[config.mk]
export PLATFORM = sky130hd
export DESIGN_NAME = idct_1d_control_unit
export DESIGN_NICKNAME = d
export VERILOG_FILES = /design/src/rtl/idct_1d_control_unit.sv
export SDC_FILE = /design/constraint.sdc
export NUM_CORES = 1
export LEC_CHECK = 0
export ABC_AREA = 1
export CORE_AREA = 2 2 39 41
export DETAILED_ROUTE_END_ITERATION = 10
export DIE_AREA = 0 0 41 43
export PLACE_DENSITY = 0.74
export REMOVE_ABC_BUFFERS = 1
export SYNTH_ARGS = -nofsm -noshare
export SYNTH_HDL_FRONTEND = slang
export SYNTH_SLANG_ARGS = --single-unit
export TNS_END_PERCENT = 30
[constraint.sdc]
create_clock -name Clock -period 1.2 [get_ports Clock]
set_input_delay 0.24 -clock Clock [delete_from_list [all_inputs] [get_ports Clock]]
set_output_delay 0.24 -clock Clock [all_outputs]
set_load 0.02 [all_outputs]
[src/rtl/idct_1d_control_unit.sv]
// Sequencer for the 1-D IDCT datapath: multiply phase (4 operand selects), one empty slot, then butterfly-add.
// Optional macro IDCT_CTRL_BACK_TO_BACK_EN lets a new vector start directly from ST_ADDER_2.
module idct_1d_control_unit #(
  parameter int ROWS  = 8,
  parameter int ROW_W = 3
) (
  input  logic             Clock,
  input  logic             Reset,
  input  logic             Start_Calc,
  input  logic             Block_Sync,
  output logic [1:0]       Sele,
  output logic             Load_En,
  output logic             End_Calc,
  output logic             End_Block,
  output logic [ROW_W-1:0] Row_Idx,
  output logic             Busy
);

  typedef enum logic [2:0] {
    ST_IDLE    = 3'b000,
    ST_MULT_1  = 3'b001,
    ST_MULT_2  = 3'b011,
    ST_MULT_3  = 3'b010,
    ST_MULT_4  = 3'b110,
    ST_EMPTY   = 3'b111,
    ST_ADDER_1 = 3'b101,
    ST_ADDER_2 = 3'b100
  } state_e;

  localparam logic [ROW_W-1:0] ROW_LAST = ROW_W'(ROWS - 1);

  state_e           state_q, state_d;
  logic [1:0]       sele_q, sele_d;
  logic             load_en_q, load_en_d;
  logic             end_calc_q, end_calc_d;
  logic             end_block_q, end_block_d;
  logic             busy_q, busy_d;
  logic [ROW_W-1:0] row_q, row_d;

  // NOTE: every signal driven here gets a default first, so no path leaves one unassigned and no latch is inferred.
  always_comb begin
    state_d     = ST_IDLE;
    sele_d      = 2'b00;
    load_en_d   = 1'b0;
    end_calc_d  = 1'b0;
    end_block_d = 1'b0;
    busy_d      = (state_q != ST_IDLE);
    row_d       = row_q;

    // Row advances on the edge where the End_Calc pulse ends.
    if (end_calc_q) begin
      row_d = (row_q == ROW_LAST) ? '0 : row_q + ROW_W'(1);
    end

    case (state_q)
      ST_IDLE: begin
        if (Block_Sync) row_d = '0;
        state_d = Start_Calc ? ST_MULT_1 : ST_IDLE;
      end
      ST_MULT_1: begin
        load_en_d = 1'b1;
        state_d   = ST_MULT_2;
      end
      ST_MULT_2: begin
        sele_d  = 2'b01;
        state_d = ST_MULT_3;
      end
      ST_MULT_3: begin
        sele_d  = 2'b10;
        state_d = ST_MULT_4;
      end
      ST_MULT_4: begin
        sele_d  = 2'b11;
        state_d = ST_EMPTY;
      end
      ST_EMPTY:   state_d = ST_ADDER_1;
      ST_ADDER_1: state_d = ST_ADDER_2;
      ST_ADDER_2: begin
        end_calc_d  = 1'b1;
        end_block_d = (row_q == ROW_LAST);
`ifdef IDCT_CTRL_BACK_TO_BACK_EN
        state_d     = Start_Calc ? ST_MULT_1 : ST_IDLE;
`else
        state_d     = ST_IDLE;
`endif
      end
      default: state_d = ST_IDLE;
    endcase
  end

  // NOTE: sequential state uses non-blocking assignments so all registers update from the same pre-edge values.
  always_ff @(posedge Clock or posedge Reset) begin
    if (Reset) begin
      state_q     <= ST_IDLE;
      sele_q      <= 2'b00;
      load_en_q   <= 1'b0;
      end_calc_q  <= 1'b0;
      end_block_q <= 1'b0;
      busy_q      <= 1'b0;
      row_q       <= '0;
    end else begin
      state_q     <= state_d;
      sele_q      <= sele_d;
      load_en_q   <= load_en_d;
      end_calc_q  <= end_calc_d;
      end_block_q <= end_block_d;
      busy_q      <= busy_d;
      row_q       <= row_d;
    end
  end

  assign Sele      = sele_q;
  assign Load_En   = load_en_q;
  assign End_Calc  = end_calc_q;
  assign End_Block = end_block_q;
  assign Busy      = busy_q;
  assign Row_Idx   = row_q;

endmodule

==> metrics.txt, run 1 <==
area share of xor/xnor cells in the synthesized design 0; Final Setup Violations 0; largest net degree at the start of global routing 13; Boundary Pins 13; relative slew slack 0.709; Die W 41 um; Fill cells around 140; Yosys top cell by area dfrtp_1; GRT overflow 0; Core Area 0.00138 sq mm; Worst VDD drop approximately 1.1 mV; Seq/Total Area, Yosys 0.622; IO Port Bufs 12; Clock Tree Root clkbuf_4; Netlist cell types 13; crit end category output pin; total global-route track usage 0.106; pre-CTS setup slack -0.0100 ns; Min Hold Slack roughly 0.28 ns; met2 Use GR 0.128; die area ~0.0018 sq mm; Post-CTS Setup Bufs 0; Simple-Gate Fraction of Synth Area 0.197; largest family of logic cells by synthesized area simple AND/OR/NAND/NOR gates; final worst-path cycle share 0.962; post-synthesis compound-gate area fraction 0.0674; Clock Latency Late Sink 0.26 ns; grt met1 use 0.142; Post-Syn Instances 49; PwrDens ~2400 mW/mm^2; DR iter-0 viols 4; Starting Density 0.349; area of the multi-input gates 158 sq um; required time of the worst setup path 0.96 ns; Worst Path Max Fanout 3; TritonCTS clock tree yes; DR pass1 iterations 4; CP bufs+invs 1; initial antenna violation count 0; Clock Path Buffers 2; slowest stage cell, crit path dfrtp_1; via density per instance between 4 and 5; fraction of the mapped netlist area in adder cells 0.0518; Final Wtd Congestion around 0.73; Resize count post-CTS 15; # clock sinks 12; met3 Usage GRT 0.0314; Synth area leaders dfrtp_1 (62%), nand2_1 (10%), inv_1 (5.4%); TritonCTS buffer count 3; top achievable clock speed ~0.87 GHz; ANT cells 0; Critical Path Source Type register; Worst path max stage delay 0.39 ns; unrepaired setup endpoints after global routing no; first-pass GRT wire length about 1200 um; critical path class register to output pin; Seq cells post-synth 12; top cell type's share of synthesized area 0.622; vias between 300 and 400; Routed Antenna Nets 0; Leak Pwr 0.351 nW; fin worst setup slack 0.0461 ns; dpl hpwl approximately 600 um; YS warnings 0; post-synthesis mux area share 0; Hold Violations, Final 0; status complete, no violations; hold_buf cts 0; Cell Area, Synth roughly 480 sq um; worst slew pin tran approximately 0.44 ns; vias in the first global route 294; delay-heaviest family, CP flip-flops; Layout Skew roughly 0.0050 ns; Layout Nets 75; H-Tree Depth 1; fin crit period between 1 and 1.5 ns; number of remaining DRC errors 0; wire per inst ~9.4 um; Clk pin slew, worst setup/hold paths roughly 0.07 ns; max-slew violation count 0; final wirelength between 700 and 800 um; syn avg cell area a little under 10 sq um; num rows 14; fraction of final layout cells sized beyond drive strength 1 0.239; final core occ 0.476; Die H between 40 and 50 um; FF/Latch Area roughly 300 sq um; Top Usage Layer GRT met1; HP Class input port to async pin; Area Overhead vs Synth 36.5%; worst path arrival time just over 0.9 ns; Max-cap violations 0; crit path cell chain clkdlybuf4s15_2
==> Yosys cell counts <==
cell and count:
inv_1 7, nand2_1 13, nand3_2 1, o21ai_0 3, nor3_1 2, dfrtp_1 12
a21oi_1 2, nor2_1 2, ha_1 2, and3_1 1, nor2_2 2, o21bai_1 1
inv_2 1
==> layout by cell type (no fill, tap or decap) <==
cell type	n
dfrtp_1	12
clkbuf_4	3
nand3_2	1
and3_1	1
clkdlybuf4s15_2	1
o21ai_0	3
ha_2	2
nor2_2	2
nand2_1	13
buf_4	3
inv_1	7
o21bai_1	1
nor3_1	2
clkbuf_2	2
nor2_1	2
buf_2	1
clkdlybuf4s50_1	3
clkdlybuf4s15_1	5
a21oi_1	2
inv_2	1
==> stage by stage <==
| stage | instances | cell area [sq um] | TNS [ns] | power [mW] |
|---|---|---|---|---|
| 6_report | 83 | 659 | 0 | 1.59 |
| 5_1_grt | 83 | 659 | 0 | 1.71 |
| 4_1_cts | 83 | 664 | 0 | 1.61 |
| 3_5_place_dp | 80 | 646 | -0.0100 | 1.43 |
| 3_3_place_gp | 80 | 646 | 0 | 1.42 |
| 2_1_floorplan | 49 | 483 | -0.0407 | 1.10 |
==> logic make-up (layout without fill, tap and decap cells) <==
group | count (synthesis) | count (layout)
DFF | 12 | 12
and+or+nand+nor | 21 | 21
AOI/OAI and AO/OA | 6 | 6
buffers and inverters | 8 | 26
adders and majority gates | 2 | 2
==> cell type report <==
cell class / count / share of cell area
sequential: 12 / 0.455
multi-input combinational: 29 / 0.239
timing repair buffer: 15 / 0.195
inverter: 8 / 0.0455
clock buffer: 3 / 0.0342
tap: 16 / 0.0304
==> worst reg2reg max path, cell delays in order (launching register included) <==
cell and delay [ns]:
dfrtp_1 0.41, ha_2 0.18, ha_2 0.30, nand2_1 0.05, nand2_1 0.06, nand2_1 0.05
inv_1 0.05
==> report_power, final <==
| group | switching [mW] | internal (mW) |
|---|---|---|
| registers | 0.135 | 0.557 |
| logic | 0.382 | 0.285 |
| clock network | 0.118 | 0.116 |
| total | 0.634 | 0.958 |
==> routing by layer <==
layer / share of wire / vias up
met1: 0.50 / 150
met5: 0 / -
li1: - / 191
met3: 0.041 / 2
met2: 0.44 / 10
met4: 0.018 / 0
==> final timing paths <==
path / startpoint / to / slack [ns] / cells past startpoint
worst max register to register: Row_Idx[1]$_DFF_PP0_ / Row_Idx[2]$_DFF_PP0_ / 0.05 / 6
worst max-delay path: Row_Idx[0]$_DFF_PP0_ / Row_Idx[0] / 0.05 / 1
worst min-delay path: Reset / Busy$_DFF_PP0_ / 0.28 / 2
max in group asynchronous: Reset / Sele[0]$_DFF_PP0_ / 0.62 / 2
worst min register to register: register / Load_En$_DFF_PP0_ / 0.55 / 1
min in group Clock: register / Load_En$_DFF_PP0_ / 0.55 / 1
Note: power is estimated with default switching activity, not from simulation.
==> run 2, diff against run 1 <==
- RECOVER_POWER: not set -> 25
- SETUP_SLACK_MARGIN: not set -> 0.05
==> metrics.txt, run 2 (synthesis gave the netlist of run 1 again) <==
Final Setup Violations 0 (unchanged); Post-CTS Setup Bufs 0 (unchanged); RR Startpoint Row_Idx[1]$_DFF_PP0_ (unchanged); dpl hpwl 596 um (unchanged); required time of the worst setup path 0.96 ns (about the same); setup slack, reg-to-reg 0.08 ns (was 0.05 ns); Layout Nets 75 (unchanged); worst slew pin tran 0.436 ns (about the same); crit end category output pin (unchanged); TritonCTS clock tree yes (unchanged); Core Area 0.00138 sq mm (unchanged); DR pass1 iterations 4 (unchanged); slowest stage cell, crit path dfrtp_1 (unchanged); number of remaining DRC errors 0 (unchanged); Layout Skew 0.00767 ns (was 0.00504 ns); die area 0.00176 sq mm (unchanged); initial antenna violation count 0 (unchanged); Worst VDD drop 1.08 mV (was 1.09 mV); via density per instance 4.29 (was 4.25); num rows 14 (unchanged); first-pass GRT wire length 1170 um (unchanged); Levels on crit path 1 (unchanged); most frequent cells in the layout nand2_1 (13), dfrtp_1 (12), inv_1 (7), clkbuf_2 (5) (was nand2_1 (13), dfrtp_1 (12), inv_1 (7), clkdlybuf4s15_1 (5)); Starting Density 0.349 (unchanged); Clock Latency Late Sink 0.27 ns (was 0.26 ns); TritonCTS buffer count 3 (unchanged); setup TNS 0 ns (unchanged); vias 356 (was 353); largest net degree at the start of global routing 13 (unchanged); crit path cell chain clkdlybuf4s15_1 (was clkdlybuf4s15_2); Clock Path Buffers 2 (unchanged); Max-cap violations 0 (unchanged); critical path class register to output pin (unchanged); final core occ 0.465 (was 0.476); fin crit period 1.13 ns (was 1.15 ns); relative slew slack 0.709 (about the same); DR iter-0 viols 5 (was 4); delay-heaviest family, CP flip-flops (unchanged); Boundary Pins 13 (unchanged); ANT cells 0 (unchanged); Critical Path Source Type register (unchanged); top achievable clock speed 0.885 GHz (was 0.867 GHz); Worst path max stage delay 0.35 ns (was 0.39 ns); Routed Antenna Nets 0 (unchanged); Area Overhead vs Synth 33.2% (was 36.5%); final worst-path cycle share 0.942 (was 0.962); Die W 41 um (unchanged); H-Tree Depth 1 (unchanged); HP Class input port to async pin (unchanged); Clock Tree Root clkbuf_4 (unchanged); # clock sinks 12 (unchanged); Die H 43 um (unchanged); worst path arrival time 0.89 ns (was 0.91 ns); vias in the first global route 294 (unchanged); unrepaired setup endpoints after global routing yes (was no); CP bufs+invs 1 (unchanged); Worst Setup SP Load_En$_DFF_PP0_ (was Row_Idx[0]$_DFF_PP0_); wire per inst 9.65 um (was 9.43 um); worst reg2reg path depth 7 (was 6); Hold Violations, Final 0 (unchanged); Worst Path Max Fanout 1 (was 3); Final Wtd Congestion 0.734 (unchanged); CP Capture Point Load_En (was Row_Idx[0]); status complete, no violations (unchanged); Fill cells 141 (was 138); leading cell type in the layout, fill and taps excluded nand2_1 (unchanged); total global-route track usage 0.106 (unchanged); Clk pin slew, worst setup/hold paths 0.07 ns (about the same); max-slew violation count 0 (unchanged); hold_buf cts 0 (unchanged); Leak Pwr 0.350 nW (was 0.351 nW); Crit Reg-Reg Endpoint Row_Idx[0]$_DFF_PP0_ (was Row_Idx[2]$_DFF_PP0_); GRT overflow 0 (unchanged); PwrDens 2450 mW/mm^2 (was 2420 mW/mm^2); fraction of final layout cells sized beyond drive strength 1 0.299 (was 0.239); IO Port Bufs 12 (unchanged); final wirelength 801 um (was 783 um)
## run 2: cell types whose count changed in the layout (fill, tap and decap cells not counted), sizes merged
cell and change:
dlygate4sd3 +1, clkdlybuf4s50 -1, clkdlybuf4s15 -5, buf +2
clkbuf +3
## run 2: timing repair
action,4_1_cts,5_1_grt
gates resized for setup,19,13
pin swaps,0,4
endpoints found under the setup margin,11,8
## run 2: per-stage QoR
stage / total power [mW] / instances / setup WS [ns] / cell area [sq um] / hold WS [ns]
2_1_floorplan: 1.10 / 49 / -0.0407 / 483 / 0.105
5_1_grt: 1.69 / 83 / 0.0140 / 643 / 0.458
3_3_place_gp: 1.42 / 80 / 0.00255 / 646 / 0.545
4_1_cts: 1.59 / 83 / 0.0170 / 647 / 0.291
6_report: 1.58 / 83 / 0.0701 / 643 / 0.410
3_5_place_dp: 1.43 / 80 / -0.0100 / 646 / 0.538
## run 2: report_power, final
group	internal, mW	switching (mW)	leakage [nW]
sequential	0.557	0.134	0.150
clock	0.116	0.121	0.0138
combinational	0.260	0.388	0.187
total	0.933	0.644	0.350
## run 2: layer usage
metal  global-route usage  vias up  part of all wire
li1                     -      191                 -
met1                0.142      151              0.48
met2                0.128       12              0.44
met3               0.0314        2             0.061
met4                0.100        0             0.017
met5                    0        -                 0
## run 2: how the worst min path moves through the flow
stage              from           endpoint  depth (start not counted)
6_report          Reset     Busy$_DFF_PP0_                          2
5_1_grt           Reset     Busy$_DFF_PP0_                          2
4_1_cts           Reset     Busy$_DFF_PP0_                          2
3_5_place_dp   register  Load_En$_DFF_PP0_                          1
3_3_place_gp   register  Load_En$_DFF_PP0_                          1
2_1_floorplan     Reset     Busy$_DFF_PP0_                          1
## run 2: final cells by class
type                       count  area [sq um]  share of cell area
tap                           16          20.0              0.0311
inverter                       8          30.0              0.0467
sequential                    12           300               0.467
timing repair buffer          15           103               0.160
multi-input combinational     29           168               0.261
clock buffer                   3          22.5              0.0350
==> run 3, diff against run 2 <==
--- a/constraint.sdc
+++ b/constraint.sdc
@@ -3,2 +3,2 @@
 set_output_delay 0.24 -clock Clock [all_outputs]
-set_load 0.02 [all_outputs]
+set_load 0.1 [all_outputs]
==> metrics.txt, run 3 (synthesis gave the netlist of run 1 again) <==
status complete, no violations (unchanged); TritonCTS buffer count 3 (unchanged); RR Startpoint Row_Idx[0]$_DFF_PP0_ (was Row_Idx[1]$_DFF_PP0_); most frequent cells in the layout nand2_1 (13), dfrtp_1 (11), buf_12 (9), inv_1 (7) (was nand2_1 (13), dfrtp_1 (12), inv_1 (7), clkbuf_2 (5)); setup TNS 0 ns (unchanged); Clock Path Buffers 2 (unchanged); Area Overhead vs Synth 61.1% (was 33.2%); worst reg2reg path depth 6 (was 7); largest net degree at the start of global routing 13 (unchanged); Fill cells 114 (was 141); final wirelength 801 um (unchanged); worst path arrival time 0.95 ns (was 0.89 ns); DR iter-0 viols 5 (unchanged); Finished Layout Cells 83 (unchanged); placed cells 79 (was 80); fraction of final layout cells sized beyond drive strength 1 0.328 (was 0.299); Layout Nets 74 (was 75); placed inst area 728 sq um (was 646 sq um); max layer used met4 (unchanged); IO Port Bufs 12 (unchanged); Max-cap violations 0 (unchanged); crit end category output pin (unchanged); GRT overflow 0 (unchanged); Layout Skew 0.00523 ns (was 0.00767 ns); H-Tree Depth 1 (unchanged); setup slack, reg-to-reg 0.06 ns (was 0.08 ns); # clock sinks 12 (unchanged); slowest stage cell, crit path dfrtp_1 (unchanged); wire per inst 9.65 um (unchanged); Clock Tree Root clkbuf_4 (unchanged); Clk pin slew, worst setup/hold paths 0.07 ns (about the same); metal1 wirelength 319 um (was 385 um); Core Area 0.00138 sq mm (unchanged); final core occ 0.562 (was 0.465); post-route design area 778 sq um (was 643 sq um); Hold Violations, Final 0 (unchanged); relative slew slack 0.717 (was 0.709); crit path cell chain buf_6 > buf_12 (was clkdlybuf4s15_1); total global-route track usage 0.120 (was 0.106); top achievable clock speed 0.841 GHz (was 0.885 GHz); via density per instance 4.52 (was 4.29); Clock Latency Late Sink 0.27 ns (about the same); delay-heaviest family, CP flip-flops (unchanged); Worst path max stage delay 0.40 ns (was 0.35 ns); initial antenna violation count 0 (unchanged); critical path class register to output pin (unchanged); Die H 43 um (unchanged); CP bufs+invs 2 (was 1); fin crit period 1.19 ns (was 1.13 ns); max-slew violation count 0 (unchanged); area of the multi-input gates 158 sq um (was 168 sq um); Critical Path Source Type register (unchanged); Routed Antenna Nets 0 (unchanged); Starting Density 0.349 (unchanged); ANT cells 0 (unchanged); Final Setup Violations 0 (unchanged); die area 0.00176 sq mm (unchanged); unrepaired setup endpoints after global routing yes (unchanged); wire length on met2 407 um (was 351 um); Worst Path Max Fanout 2 (was 1); HP Class input port to async pin (unchanged); first-pass GRT wire length 1320 um (was 1170 um); TritonCTS clock tree yes (unchanged); num rows 14 (unchanged); DR pass1 iterations 4 (unchanged); vias 375 (was 356); Die W 41 um (unchanged); vias in the first global route 331 (was 294); leading cell type in the layout, fill and taps excluded nand2_1 (unchanged); required time of the worst setup path 0.96 ns (about the same); Final Wtd Congestion 0.766 (was 0.734); Boundary Pins 13 (unchanged); FF/Latch Area 302 sq um (was 300 sq um); WL met3 46 um (was 49 um); worst slew pin tran 0.424 ns (was 0.436 ns); dpl hpwl 637 um (was 596 um); number of remaining DRC errors 0 (unchanged); final worst-path cycle share 0.991 (was 0.942); Crit Reg-Reg Endpoint Row_Idx[2]$_DFF_PP0_ (was Row_Idx[0]$_DFF_PP0_)
-- run 3: cell count changes in the layout (fill, tap and decap cells not counted), moves of 2 or more --
cell      change
buf_12        +9
buf_4         -3
buf_6         +2
buf_2         -3
clkbuf_2      -5
-- run 3: stage by stage --
stage / worst slack, ns / hold WS, ns
after CTS: 0.000824 / 0.268
after global routing: -0.0362 / 0.419
after detailed placement: 0.0443 / 0.543
after floorplan: -0.541 / 0.105
final: 0.0108 / 0.398
after global placement: 0.0837 / 0.534
-- run 3: how the worst max path moves through the flow --
stage                               startpoint  cells past startpoint                    to  slack, ns
after floorplan           Row_Idx[0]$_DFF_PP0_                      6  Row_Idx[2]$_DFF_PP0_      -0.54
after global placement    Row_Idx[0]$_DFF_PP0_                      6  Row_Idx[2]$_DFF_PP0_       0.08
after detailed placement  Row_Idx[0]$_DFF_PP0_                      6  Row_Idx[2]$_DFF_PP0_       0.04
after CTS                 Row_Idx[1]$_DFF_PP0_                      2            Row_Idx[1]     0.0008
after global routing      Row_Idx[1]$_DFF_PP0_                      2            Row_Idx[1]      -0.04
final                     Row_Idx[1]$_DFF_PP0_                      2            Row_Idx[1]       0.01
-- run 3: final cells by class --
| cell class | instances | share of cell area |
|---|---|---|
| clock buffer | 4 | 0.0466 |
| inverter | 8 | 0.0386 |
| multi-input combinational | 29 | 0.203 |
| sequential | 12 | 0.387 |
| tap | 16 | 0.0257 |
| timing repair buffer | 14 | 0.299 |
-- run 3: worst register-to-register path: cells and delay by family (launching register included) --
| family | cells | cell delay (ns) |
|---|---|---|
| adders and majority gates | 2 | 0.48 |
| DFF | 1 | 0.39 |
| and+or+nand+nor | 3 | 0.15 |
| buffers and inverters | 1 | 0.05 |
-- run 3: repair_timing --
item,4_1_cts,5_1_grt
buffers inserted,0,0
hold buffers,0,0
gates cloned,0,0
pin swaps,0,1
resized for setup,2,3
hold endpoints to repair,0,0
endpoints found under the setup margin,5,6
-- run 3: metal layers --
| layer | GRT usage | up-vias |
|---|---|---|
| met5 | 0 | - |
| met4 | 0.100 | 0 |
| met3 | 0.0628 | 4 |
| met2 | 0.163 | 11 |
| met1 | 0.130 | 169 |
| li1 | - | 191 |
Power of run 3 is not shown: default switching activity piles up to over one toggle a cycle in this logic, so the estimate is an artifact.
